### src/rtl/intr_seq_pkg.sv
// intr_seq_pkg: shared types and constants for the interrupt/ERET sequencer.
//   - FSM state encoding (3-bit constants)
//   - CP0 register addresses and Status/Cause field positions
//   - packed CP0 write-port payload
//   - helpers: priority encoder, one-hot line decode, Cause/Status word builders
package intr_seq_pkg;

    localparam int unsigned NUM_IRQ    = 6;
    localparam int unsigned LINE_W     = 3;
    localparam int unsigned STATE_W    = 3;
    localparam int unsigned CP0_ADDR_W = 5;
    localparam int unsigned XLEN       = 32;
    localparam int unsigned SR_W       = 16;

    // FSM state encoding
    typedef logic [STATE_W-1:0] state_t;
    localparam state_t ST_IDLE    = 3'd0;
    localparam state_t ST_W_EPC   = 3'd1;
    localparam state_t ST_W_CAUSE = 3'd2;
    localparam state_t ST_W_SR    = 3'd3;
    localparam state_t ST_REDIR   = 3'd4;
    localparam state_t ST_E_SR    = 3'd5;
    localparam state_t ST_E_REDIR = 3'd6;

    // CP0 register addresses
    localparam logic [CP0_ADDR_W-1:0] CP0_PRID  = 5'b01000;
    localparam logic [CP0_ADDR_W-1:0] CP0_SR    = 5'b01100;
    localparam logic [CP0_ADDR_W-1:0] CP0_CAUSE = 5'b01101;
    localparam logic [CP0_ADDR_W-1:0] CP0_EPC   = 5'b01110;

    // Status field positions
    localparam int unsigned SR_IE_BIT = 0;
    localparam int unsigned SR_IM_LSB = 10;
    localparam int unsigned SR_IM_MSB = 15;

    // Cause field positions
    localparam int unsigned CAUSE_IP_LSB  = 10;
    localparam int unsigned CAUSE_IP_MSB  = 15;
    localparam int unsigned CAUSE_EXC_LSB = 2;
    localparam int unsigned CAUSE_EXC_MSB = 6;

    // ExcCode for an external interrupt
    localparam logic [CAUSE_EXC_MSB-CAUSE_EXC_LSB:0] EXC_INT = '0;

    // One CP0 write-port transaction
    typedef struct packed {
        logic [CP0_ADDR_W-1:0] addr;
        logic                  we;
        logic [XLEN-1:0]       din;
    } cp0_wr_t;

    // Highest set index wins; returns 0 for an empty vector (caller checks |v)
    function automatic logic [LINE_W-1:0] prio_line(input logic [NUM_IRQ-1:0] v);
        prio_line = '0;
        for (int i = 0; i < int'(NUM_IRQ); i++) begin
            if (v[i]) prio_line = LINE_W'(i);
        end
    endfunction

    function automatic logic [NUM_IRQ-1:0] line_onehot(input logic [LINE_W-1:0] line);
        line_onehot = NUM_IRQ'(1) << line;
    endfunction

    // Cause word: IP one-hot for the serviced line, ExcCode = interrupt
    function automatic logic [XLEN-1:0] cause_word(input logic [LINE_W-1:0] line);
        logic [XLEN-1:0] w;
        w = XLEN'(line_onehot(line)) << CAUSE_IP_LSB;
        w[CAUSE_EXC_MSB:CAUSE_EXC_LSB] = EXC_INT;
        cause_word = w;
    endfunction

    // Status word with the mask/upper bits preserved and IE forced to ie
    function automatic logic [XLEN-1:0] sr_word(input logic [SR_W-1:0] sr, input logic ie);
        sr_word = {16'b0, sr[SR_W-1:1], ie};
    endfunction

endpackage

### src/rtl/intr_seq_irq.sv
// irq_sync: interrupt input front end.
//   Optional synchroniser (INTR_SYNC_EN), rising-edge detector and pending latch.
// Ports:
//   clk, rst        clock, synchronous active-low reset
//   irq[5:0]        raw interrupt requests
//   clr[5:0]        per-line pending clear (set wins on collision)
//   irq_pending     registered pending latch
// Configuration macro: INTR_SYNC_EN (SYNC_STAGES-deep synchroniser); when
// undefined, irq is taken as synchronous and SYNC_STAGES has no effect.
module irq_sync
    import intr_seq_pkg::*;
#(
    parameter int unsigned SYNC_STAGES = 2
) (
    input  logic               clk,
    input  logic               rst,
    input  logic [NUM_IRQ-1:0] irq,
    input  logic [NUM_IRQ-1:0] clr,
    output logic [NUM_IRQ-1:0] irq_pending
);

`ifdef INTR_SYNC_EN
    localparam int unsigned DEPTH = SYNC_STAGES;
`else
    // Synchroniser bypassed: depth collapses to zero and irq drives the edge detector
    localparam int unsigned DEPTH = 0 * SYNC_STAGES;
`endif

    logic [NUM_IRQ-1:0] src;
    logic [NUM_IRQ-1:0] prev;
    logic [NUM_IRQ-1:0] rise;

    generate
        if (DEPTH == 0) begin : g_direct
            assign src = irq;
        end else begin : g_sync
            logic [DEPTH-1:0][NUM_IRQ-1:0] sync_q;

            // Shift chain; stage DEPTH-1 is the metastability-settled copy
            always_ff @(posedge clk) begin
                if (!rst) begin
                    sync_q <= '0;
                end else begin
                    sync_q[0] <= irq;
                    for (int k = 1; k < int'(DEPTH); k++) begin
                        sync_q[k] <= sync_q[k-1];
                    end
                end
            end

            assign src = sync_q[DEPTH-1];
        end
    endgenerate

    assign rise = src & ~prev;

    // Edge register and pending latch; a new edge overrides a same-cycle clear
    always_ff @(posedge clk) begin
        if (!rst) begin
            prev        <= '0;
            irq_pending <= '0;
        end else begin
            prev        <= src;
            irq_pending <= (irq_pending & ~clr) | rise;
        end
    end

endmodule

### src/rtl/intr_seq.sv
// intr_seq: interrupt entry / ERET sequencer in front of the CP0 register file.
// Ports:
//   clk, rst            clock, synchronous active-low reset
//   irq[5:0]            interrupt requests (rising-edge sensitive)
//   sr_rd, epc_rd       CP0 Status / EPC readback
//   pc_next             next PC, captured as EPC on interrupt accept
//   boundary, eret      instruction-retire and ERET-retire strobes
//   cp0_addr/we/din     CP0 write port
//   stall               pipeline freeze while a sequence runs
//   redirect, redirect_pc  one-cycle PC redirect
//   irq_pending         pending latch (debug)
// Configuration macro: INTR_SYNC_EN (see irq_sync).
module intr_seq
    import intr_seq_pkg::*;
#(
    parameter logic [31:0] HANDLER_VEC = 32'h0000_0800,
    parameter int unsigned SYNC_STAGES = 2
) (
    input  logic                  clk,
    input  logic                  rst,
    input  logic [NUM_IRQ-1:0]    irq,
    input  logic [SR_W-1:0]       sr_rd,
    input  logic [XLEN-1:0]       epc_rd,
    input  logic [XLEN-1:0]       pc_next,
    input  logic                  boundary,
    input  logic                  eret,
    output logic [CP0_ADDR_W-1:0] cp0_addr,
    output logic                  cp0_we,
    output logic [XLEN-1:0]       cp0_din,
    output logic                  stall,
    output logic                  redirect,
    output logic [XLEN-1:0]       redirect_pc,
    output logic [NUM_IRQ-1:0]    irq_pending
);

    state_t              state_q;
    state_t              state_n;
    logic [LINE_W-1:0]   line_q;
    logic [LINE_W-1:0]   line_n;
    logic [NUM_IRQ-1:0]  clr_c;
    logic [NUM_IRQ-1:0]  eligible_c;
    logic [LINE_W-1:0]   sel_line_c;
    logic                take_eret_c;
    logic                take_irq_c;

    cp0_wr_t             wr_q;
    cp0_wr_t             wr_n;
    logic                stall_q;
    logic                stall_n;
    logic                redir_q;
    logic                redir_n;
    logic [XLEN-1:0]     rpc_q;
    logic [XLEN-1:0]     rpc_n;

    irq_sync #(
        .SYNC_STAGES (SYNC_STAGES)
    ) u_irq_sync (
        .clk         (clk),
        .rst         (rst),
        .irq         (irq),
        .clr         (clr_c),
        .irq_pending (irq_pending)
    );

    // Service-line clear is raised during REDIR for the captured line
    assign clr_c = (state_q == ST_REDIR) ? line_onehot(line_q) : '0;

    // Accept / ERET decision; ERET wins over a same-cycle interrupt
    assign eligible_c  = irq_pending & sr_rd[SR_IM_MSB:SR_IM_LSB];
    assign sel_line_c  = prio_line(eligible_c);
    assign take_eret_c = (state_q == ST_IDLE) && boundary && eret;
    assign take_irq_c  = (state_q == ST_IDLE) && boundary && sr_rd[SR_IE_BIT]
                         && (|eligible_c) && !eret;

    // Next state, captured line and next-cycle output decode
    always_comb begin
        state_n = state_q;
        line_n  = line_q;
        wr_n    = '0;
        stall_n = 1'b0;
        redir_n = 1'b0;
        rpc_n   = '0;

        case (state_q)
            ST_IDLE: begin
                if (take_eret_c) begin
                    state_n = ST_E_SR;
                end else if (take_irq_c) begin
                    state_n = ST_W_EPC;
                    line_n  = sel_line_c;
                end
            end
            ST_W_EPC:   state_n = ST_W_CAUSE;
            ST_W_CAUSE: state_n = ST_W_SR;
            ST_W_SR:    state_n = ST_REDIR;
            ST_REDIR:   state_n = ST_IDLE;
            ST_E_SR:    state_n = ST_E_REDIR;
            ST_E_REDIR: state_n = ST_IDLE;
            default:    state_n = ST_IDLE;
        endcase

        // Outputs are decoded from the state being entered and registered,
        // so each one lines up with its state and no input reaches a port directly.
        // W_EPC is only entered from IDLE on accept, so pc_next here is the captured PC.
        case (state_n)
            ST_W_EPC: begin
                wr_n.addr = CP0_EPC;
                wr_n.we   = 1'b1;
                wr_n.din  = pc_next;
            end
            ST_W_CAUSE: begin
                wr_n.addr = CP0_CAUSE;
                wr_n.we   = 1'b1;
                wr_n.din  = cause_word(line_q);
            end
            ST_W_SR: begin
                wr_n.addr = CP0_SR;
                wr_n.we   = 1'b1;
                wr_n.din  = sr_word(sr_rd, 1'b0);
            end
            ST_E_SR: begin
                wr_n.addr = CP0_SR;
                wr_n.we   = 1'b1;
                wr_n.din  = sr_word(sr_rd, 1'b1);
            end
            ST_REDIR: begin
                redir_n = 1'b1;
                rpc_n   = HANDLER_VEC;
            end
            ST_E_REDIR: begin
                redir_n = 1'b1;
                rpc_n   = epc_rd;
            end
            default: begin
                wr_n = '0;
            end
        endcase

        stall_n = (state_n != ST_IDLE);
    end

    // State and registered outputs
    always_ff @(posedge clk) begin
        if (!rst) begin
            state_q <= ST_IDLE;
            line_q  <= '0;
            wr_q    <= '0;
            stall_q <= 1'b0;
            redir_q <= 1'b0;
            rpc_q   <= '0;
        end else begin
            state_q <= state_n;
            line_q  <= line_n;
            wr_q    <= wr_n;
            stall_q <= stall_n;
            redir_q <= redir_n;
            rpc_q   <= rpc_n;
        end
    end

    assign cp0_addr    = wr_q.addr;
    assign cp0_we      = wr_q.we;
    assign cp0_din     = wr_q.din;
    assign stall       = stall_q;
    assign redirect    = redir_q;
    assign redirect_pc = rpc_q;

endmodule

### config.mk
export PLATFORM = sky130hd
export DESIGN_NAME = intr_seq
export DESIGN_NICKNAME = d
export VERILOG_FILES = /design/src/rtl/intr_seq_pkg.sv /design/src/rtl/intr_seq_irq.sv /design/src/rtl/intr_seq.sv
export SDC_FILE = /design/constraint.sdc
export NUM_CORES = 1
export LEC_CHECK = 0
export CAP_MARGIN = 20
export CORE_ASPECT_RATIO = 1.2
export CORE_MARGIN = 8
export CORE_UTILIZATION = 37
export DETAILED_ROUTE_END_ITERATION = 16
export MAX_ROUTING_LAYER = met4
export PLACE_DENSITY = 0.9
export SLEW_MARGIN = 15
export SYNTH_ARGS = -nofsm -noshare
export SYNTH_HDL_FRONTEND = slang
export SYNTH_SLANG_ARGS = --single-unit
### constraint.sdc
create_clock -name clk -period 2.1 [get_ports clk]
set_input_delay 0.21 -clock clk [delete_from_list [all_inputs] [get_ports clk]]
set_output_delay 0.21 -clock clk [all_outputs]
set_load 0.05 [all_outputs]
==> impl_metrics.env <==
export IMPL_clk_latency_ns=0.35
export IMPL_dpl_instance_area_um2=4705
export IMPL_period_needed_ns=1.819
export IMPL_yosys_area_top_type_share_pct=60.16
export IMPL_pin_count=168
export IMPL_seqPwrFrac_pct=45.5
export IMPL_tritoncts="built"
export IMPL_hpwlAfterDp_mm=7.725
export IMPL_path_class="reg -> reg"
export IMPL_n_fill_cell=618
export IMPL_worstPathArrival_ns=2.05
export IMPL_grt_overflow_total=0
export IMPL_avgRoutedWirePerCell_um=17.95
export IMPL_n_antenna_cell=0
export IMPL_cell_internal_pwr_uw=2784
export IMPL_synth_avg_cell_area_um2=10.76
export IMPL_num_vias=2650
export IMPL_setup_viol=0
export IMPL_drc=0
export IMPL_p_per_area_nw_per_um2=779.5
export IMPL_status="complete, no violations"
export IMPL_hold_violations=0
export IMPL_core_area_um2=7620
export IMPL_synth_mux_area_share_pct=0
export IMPL_cp_max_fo=10
export IMPL_cp_required_ns=2.33
export IMPL_post_route_util_pct=64.83
export IMPL_drv_cap=0
export IMPL_port_buffers=166
export IMPL_worst_setup_path_end_kind="register"
export IMPL_grt_max_degree=32
export IMPL_globalplace_congestion=0.8146
export IMPL_startpoint_type="register"
export IMPL_grt_total_usage_pct=18.12
export IMPL_vdd_drop_max_mv=0.4651
export IMPL_nets=534
export IMPL_drt_total_wl_mm=9.712
export IMPL_combinationalPowerShare_pct=19.3
export IMPL_die_y_um=112.9
export IMPL_syn2layout_area_growth_pct=70.61
export IMPL_synth_xor_area_share_pct=0
export IMPL_ant_nets=0
export IMPL_synth_fa_ha_area_share_pct=0
export IMPL_cts_hold_buf=0
export IMPL_placed_cells=525
export IMPL_cts_num_sinks=87
export IMPL_synth_area_um2=2895
export IMPL_p_sw_uw=1067
export IMPL_synth_edff_count=0
export IMPL_grt_pass1_vias=2771
export IMPL_finalMaxSlewViolations=0
export IMPL_synth_nets=359
export IMPL_fin_worst_skew_ns=0.009428
export IMPL_drive_above_1_share_pct=8.241
export IMPL_synth_top_family_by_area="simple AND/OR/NAND/NOR gates"
export IMPL_yosysWarnings=0
export IMPL_numCtsBuffers=9
export IMPL_drtIter0Drc=118
export IMPL_cts_max_level=3
export IMPL_antenna_found_initial=0
export IMPL_cts_setup_buffers=0
export IMPL_die_width_um=96.75
export IMPL_die_area_um2=10920
export IMPL_synth_cell_types=39
export IMPL_min_path_type="in -> reg"
export IMPL_worstMarginPinSlew_ns=0.9436
export IMPL_post_route_period_util_pct=86.64
export IMPL_post_drt_via_cell_ratio=4.898
export IMPL_synth_compound_area_share_pct=13.79
export IMPL_first_pass_iters=5
export IMPL_synth_top_cell_by_area="dfxtp_1"
export IMPL_p_leak_uw=0.001954
export IMPL_fin_cells=541
export IMPL_initial_core_util_pct=38.00
export IMPL_fmax_mhz=549.6
export IMPL_cts_root_buf="clkbuf_8"
export IMPL_clk_path_buf_depth=2
export IMPL_ys_seq_area_share_pct=60.16
export IMPL_syn_inst=269
export IMPL_synth_simple_area_share_pct=22.08
export IMPL_rsz0062_at_grt="false"
export IMPL_rows=35
export IMPL_hold_ws_ns=0.4160
export IMPL_clockPowerShare_pct=35.2
export IMPL_synthArstFlopShare_pct=0
export IMPL_cts_resized=0
export IMPL_synth_main_ff_cell="dfxtp_1"
export IMPL_path_clk_slew_ns=0.10
export IMPL_synth_seq_cells=87
export IMPL_stdcell_area_um2=4940
export IMPL_netlist_top_cells_area="dfxtp_1 (60%), and2_1 (8.6%), a22o_1 (3.6%)"
export IMPL_slew_headroom_pct=36.93
export IMPL_switching_share_pct=27.70
export IMPL_grt_pass1_wl_mm=15.42
[cells by family after synthesis]
group           count (synthesis)
flops                          87
buf+inv                        22
compound gates                 55
simple gates                  104
other cells                     1
[final timing paths]
| path | from | endpoint | cells past startpoint | slack [ns] |
|---|---|---|---|---|
| setup / recovery | u_irq_sync.irq_pending[2] | cp0_din[1] | 4 | 0.28 |
| hold / removal | pc_next[14] | cp0_din[14] | 3 | 0.42 |
| setup reg to reg | u_irq_sync.irq_pending[2] | cp0_din[1] | 4 | 0.28 |
| hold reg to reg | u_irq_sync.prev[5] | u_irq_sync.irq_pending[5] | 2 | 0.49 |
[sequential cells by signal (all words and copies together), names as in the netlist]
register / flops
cp0_addr: 3
cp0_din: 32
line_q: 3
redirect: 1
redirect_pc: 32
stall: 1
state_q: 3
u_irq_sync.irq_pending: 6
u_irq_sync.prev: 6
[final cells by class]
type,instances,area [um2],area share (%)
Clock inverter,6,97.59,1.976
Timing Repair Buffer,181,1787,36.17
Multi-Input combinational cell,160,1042,21.10
Inverter,5,18.77,0.3799
Sequential cell,87,1742,35.26
Tap cell,92,115.1,2.330
Clock buffer,10,137.6,2.786
[stage by stage]
stage	setup WS [ns]	power (uW)	setup TNS, ns
final	0.2806	3850	0
after global routing	0.1751	4018	0
after CTS	0.2645	3886	0
after detailed placement	-0.06011	2529	-0.3313
after global placement	0.03458	2510	0
after floorplan	0.1931	2171	0
[synth_stat cells, drive strengths merged, types with 2 or more instances]
library cell  count
a21oi            18
a22o             13
nor3              2
nor2              9
nor3b             2
nor4b             2
a32oi             6
nand2             7
o31ai             2
dfxtp            87
clkbuf            8
buf               9
nand2b           10
nand3             9
and2             40
and3             16
nor2b             2
o21ai             7
inv               5
[routing by layer]
| metal | part of all wire (%) | vias up | global-route usage (%) | wire length (um) |
|---|---|---|---|---|
| li1 | - | 1283 | - | - |
| met1 | 39 | 1221 | 19.72 | 3825 |
| met2 | 53 | 130 | 31.15 | 5133 |
| met3 | 6.1 | 16 | 5.302 | 596 |
| met4 | 1.6 | 0 | 5.653 | 157 |
| met5 | 0 | - | - | 0 |
[critical path, stage by stage, from the launching register on]
cell and delay, ns:
dfxtp_1 0.34, a22o_1 0.27, or3_1 0.47, and2_1 0.31, a22o_1 0.30
[placed cells by master, fill, tap and decap left out, drive strengths merged, types with 10 or more instances in the layout]
cell,count
a21oi,18
a22o,13
and2,40
and3,16
buf,15
clkbuf,10
clkdlybuf4s50,166
dfxtp,87
nand2b,10
[power by group through the flow]
stage	Sequential [uW]	Clock, uW	Combinational [uW]
after CTS	1750	1390	746
after global placement	1790	0	723
after floorplan	1950	0	221
after global routing	1760	1470	790
final	1750	1360	743
after detailed placement	1790	0	740
(Power assumes the default switching activity.)
